[src/rtl/adder_error_monitor.sv]
// rtl/adder_error_monitor.sv - error statistics monitor for an adder under test
module adder_error_monitor #(
  parameter int W         = 16,
  parameter int N_SAMPLES = 1000,
  parameter int CNT_W     = 32,
  parameter int ACC_W     = 48
) (
  input  logic             clk,
  input  logic             rst,
  input  logic             start,
  input  logic             in_valid,
  output logic             in_ready,
  input  logic [W-1:0]     x,
  input  logic [W-1:0]     y,
  input  logic [W:0]       s_dut,
  output logic             busy,
  output logic             done,
  output logic [CNT_W-1:0] sample_count,
  output logic [CNT_W-1:0] err_count,
  output logic [W:0]       max_ed,
  output logic [ACC_W-1:0] sum_ed
);

  typedef enum logic [1:0] {IDLE, RUN, DRAIN, FIN} state_t;

  // Count value at which the accepted sample is the last one of the run
  localparam logic [CNT_W-1:0] N_LAST = CNT_W'(N_SAMPLES - 1);

  state_t state;

  logic accept;
  logic start_ok;

  // Stage 1: reference sum and captured adder output
  logic         v1;
  logic [W:0]   exact1;
  logic [W:0]   sdut1;

  // Stage 2: error distance
  logic         v2;
  logic [W:0]   ed2;

  logic signed [W+1:0] diff;
  logic        [W+1:0] diff_abs;
  logic        [ACC_W:0] sum_next;

  assign accept   = in_valid && in_ready;
  assign start_ok = start && (state == IDLE || state == FIN);

  // Signed difference at W+2 bits so the magnitude always fits in W+1 bits
  always_comb begin
    diff     = $signed({1'b0, exact1}) - $signed({1'b0, sdut1});
    diff_abs = diff[W+1] ? (~diff + 1'b1) : diff;
    sum_next = {1'b0, sum_ed} + (ACC_W+1)'(ed2);
  end

  // Run control with registered handshake and status outputs
  always_ff @(posedge clk or posedge rst) begin
    if (rst) begin
      state    <= IDLE;
      in_ready <= 1'b0;
      busy     <= 1'b0;
      done     <= 1'b0;
    end else begin
      case (state)
        IDLE, FIN: begin
          if (start) begin
            state    <= RUN;
            in_ready <= 1'b1;
            busy     <= 1'b1;
            done     <= 1'b0;
          end
        end
        RUN: begin
          if (accept && sample_count == N_LAST) begin
            state    <= DRAIN;
            in_ready <= 1'b0;
          end
        end
        DRAIN: begin
          if (!v1 && !v2) begin
            state <= FIN;
            busy  <= 1'b0;
            done  <= 1'b1;
          end
        end
        default: begin
          state    <= IDLE;
          in_ready <= 1'b0;
          busy     <= 1'b0;
          done     <= 1'b0;
        end
      endcase
    end
  end

  // Two-stage pipeline: reference sum, then absolute error distance
  always_ff @(posedge clk or posedge rst) begin
    if (rst) begin
      v1     <= 1'b0;
      v2     <= 1'b0;
      exact1 <= '0;
      sdut1  <= '0;
      ed2    <= '0;
    end else begin
      v1 <= accept;
      v2 <= v1;
      if (accept) begin
        exact1 <= {1'b0, x} + {1'b0, y};
        sdut1  <= s_dut;
      end
      if (v1) begin
        ed2 <= diff_abs[W:0];
      end
    end
  end

  // Statistics: cleared on an accepted start, updated from stage 2
  always_ff @(posedge clk or posedge rst) begin
    if (rst) begin
      sample_count <= '0;
      err_count    <= '0;
      max_ed       <= '0;
      sum_ed       <= '0;
    end else if (start_ok) begin
      sample_count <= '0;
      err_count    <= '0;
      max_ed       <= '0;
      sum_ed       <= '0;
    end else begin
      if (accept) begin
        sample_count <= sample_count + 1'b1;
      end
      if (v2) begin
        if (ed2 != '0) begin
          err_count <= err_count + 1'b1;
        end
        if (ed2 > max_ed) begin
          max_ed <= ed2;
        end
        // Saturation is sticky because all-ones plus anything stays clamped
        sum_ed <= sum_next[ACC_W] ? {ACC_W{1'b1}} : sum_next[ACC_W-1:0];
      end
    end
  end

endmodule
[config.mk]
export PLATFORM = sky130hd
export DESIGN_NAME = adder_error_monitor
export DESIGN_NICKNAME = d
export VERILOG_FILES = /design/src/rtl/adder_error_monitor.sv
export SDC_FILE = /design/constraint.sdc
export NUM_CORES = 1
export LEC_CHECK = 0
export ABC_AREA = 1
export CORE_ASPECT_RATIO = 1.4
export CORE_MARGIN = 3
export CORE_UTILIZATION = 55
export DETAILED_ROUTE_END_ITERATION = 10
export PLACE_DENSITY = 0.9
export REMOVE_ABC_BUFFERS = 1
export SLEW_MARGIN = 20
export SYNTH_ARGS = -nofsm -noshare
export SYNTH_HDL_FRONTEND = slang
export SYNTH_SLANG_ARGS = --single-unit
[constraint.sdc]
create_clock -name clk -period 8.4 [get_ports clk]
set_clock_uncertainty 0.2 [all_clocks]
set_input_delay 1.26 -clock clk [delete_from_list [all_inputs] [get_ports clk]]
set_output_delay 1.26 -clock clk [all_outputs]
set_load 0.05 [all_outputs]
==> results.txt <==
Outcome -> completed
Synth Area in Adders -> 7.11%
MaxCap Viol Count -> 0
Die area -> 27200 um2
GPL Wtd Cong -> 0.988
Routed vias -> 14520
Layout cells sized above 1 -> 4.90%
Startpoint types -> input pin
Crit Path Class -> in2reg
Worst Reg2Reg Path Length in Cells -> 11
Syn Area/Cell -> 6.78 um2
DRC viols -> 0
PortBufs -> 184
CTS root buf -> clkbuf_16
GRT overflow -> 0
Leak Pwr -> 7.82 nW
Worst reg-to-reg setup slack -> 4060 ps
Reg2reg end -> err_count[17]$_DFFE_PP0P_
Clock latency on the worst-skew pair -> 450 ps
Worst VDD drop -> 0.212 mV
Most frequent CP cell -> nand2_1
Synth Area in Simple Gates -> 35.2%
PnR Total Power -> 5.22 mW
TritonCTS Sinks -> 187
H-tree depth -> 4
Avg Vias per Cell -> 5.72
CP arrival -> 5010 ps
Post-synthesis compound-gate area fraction -> 11.9%
Iter 0 DRT Violations -> 1073
Site Rows -> 68
CTS Buf Count -> 17
Sequential area share after synthesis -> 33.7%
Slowest cell on the critical path -> nand2_1
Max stage delay on crit path -> 840 ps
Antenna Cells -> 0
Cells after Synth -> 2045
Worst slew pin tran -> 1050 ps
Drt total wl -> 42.3 mm
WL/cell -> 16.7 um
Setup_tns -> 0 ps
Main synth FF type -> dfrtp_1
Crit-path cells -> clkdlybuf4s50_1, nand2_1, inv_2, buf_4, nor2_4, inv_1, nand2_1, inv_2, nand3_1, o21ai_1, nand2_1, nor2_1
Async SR Flop Fraction -> 100%
Placed wire-length estimate -> 32.8 mm
Setup bufs post-CTS -> 0
Initial antenna violation count -> 0
Max FO, Critical Path -> 33
Total GRT Usage -> 30.9%
Reg clk slew, reported paths -> 80 ps
Longest Clk Path Bufs -> 2
# nets final -> 2341
RR Startpoint -> state[0]$_DFFE_PP0P_
Vias in the first global route -> 14297
Setup crit end kind -> flop
Global-route wire length before repair -> 68.9 mm
Drt pass-1 iters -> 6
# fillers -> 2169
P per Cell Area -> 315 nW/um2
Mux contribution to synthesized area -> 0%
Ports -> 185
Period utilisation layout -> 57.4%
Post-cts resize count -> 0
Most frequent cells in the layout -> nand2_1, inv_1, dfrtp_1
Main combinational cell family by area after synthesis -> simple AND/OR/NAND/NOR gates
Hold endpoint -> exact1[9]$_DFFE_PP0P_
RSZ-0062 raised after global routing -> no
Worst hold path type -> reg2reg
Die W -> 140 um
XOR/XNOR Fraction of Synth Area -> 2.78%
Synth Register Bits -> 187
Initial Util -> 56.0%
Core footprint -> 24800 um2
Hold_buf cts -> 0
Hold Fails Final Rpt -> 0
Die Y -> 194 um
Largest net degree at the start of global routing -> 70
Pins Over Slew Limit -> 0
Count of cell types in the netlist -> 55
Max frequency -> 207 MHz
Hold path depth -> 2
Mapped Area -> 13900 um2
Most common cell after layout, fill and taps aside -> nand2_1
Setup violations, final -> 0
CTS tree -> done
Yosys warnings -> 0
CP required -> 8590 ps
Min Tclk post-route -> 4820 ps
Post-synth EDFFs -> 0
Final core utilization -> 66.9%
Routed Antenna Nets -> 0
Slew HR -> 30.1%
P&R area growth vs syn -> 19.5%
Worst Min Path Start -> exact1[9]$_DFFE_PP0P_
## cell families (layout without fill, tap and decap cells)
group,after synthesis,in the layout
compound gates,297,297
xor+xnor,44,44
fa+ha+maj,77,77
buf+inv,332,511
flops,187,187
simple gates,1108,1108
## power breakdown
part           internal, mW  leakage (nW)  switching, mW
Sequential             1.11          2.48          0.192
Clock                 0.427         0.294          0.407
Combinational          1.01          5.05           2.08
Total                  2.54          7.82           2.68
## worst max-delay path: cells and delay by family
kind | cells | cell delay, ps
AND/OR/NAND/NOR | 6 | 1470
AO/OA/AOI/OAI | 1 | 150
buffers and inverters | 5 | 2110
## registers in the layout, summed over array words and instances, names as in the netlist, 2 cells and up
register and flops:
sum_ed 48, err_count 32, sample_count 32, ed2 17
exact1 17, max_ed 17, sdut1 17, state 2
## synth_stat cells (8+ instances only)
master / count / area share, %
nand2_1: 573 / 16
inv_1: 280 / 7.6
dfrtp_1: 187 / 34
nor2_1: 185 / 5.0
nand3_1: 165 / 6.0
o21ai_0: 144 / 5.2
a21oi_1: 78 / 2.8
ha_1: 74 / 6.7
nand4_1: 49 / 2.2
nor3_1: 49 / 1.8
xor2_1: 35 / 2.2
clkbuf_1: 28 / 0.76
nor4_1: 21 / 0.95
a31oi_1: 18 / 0.81
o31ai_1: 17 / 0.92
nand2_2: 15 / 0.68
or2_2: 11 / 0.50
nand3_2: 10 / 0.72
o22ai_1: 10 / 0.45
xnor2_1: 9 / 0.57
buf_2: 8 / 0.29
## metal layers
layer	GRT usage (%)	routed length, um	vias to the layer above	part of all wire, %
li1	-	-	7042	-
met1	33.7	15400	6713	36
met2	56.3	21900	602	52
met3	3.70	2320	163	5.5
met4	18.6	2680	0	6.3
met5	0	0	-	0
## worst max-delay path by stage
stage,endpoint,startpoint
finish,err_count[21]$_DFFE_PP0P_,start
global route,err_count[21]$_DFFE_PP0P_,start
CTS,err_count[10]$_DFFE_PP0P_,start
detailed placement,err_count[21]$_DFFE_PP0P_,start
global placement,err_count[17]$_DFFE_PP0P_,start
floorplan,busy$_DFFE_PP0P_,rst
## per-stage QoR
stage,hold slack (ps),setup WS [ps],cells,area [um2]
5_1_grt,326,3150,2539,16600
3_3_place_gp,274,2850,2507,16000
6_report,296,3580,2539,16600
2_1_floorplan,258,1850,2001,13700
3_5_place_dp,276,2680,2507,16000
4_1_cts,296,3160,2539,16600
## area by class of cell
class                           count  area [um2]  share of cell area [%]
Timing Repair Buffer              191        1890                    11.4
Inverter                          288        1090                    6.55
Multi-Input combinational cell   1526        7910                    47.8
Clock inverter                     15         175                    1.06
Sequential cell                   187        4680                    28.2
Tap cell                          315         394                    2.38
Clock buffer                       17         425                    2.57
Power figures use the tool's default switching activity.
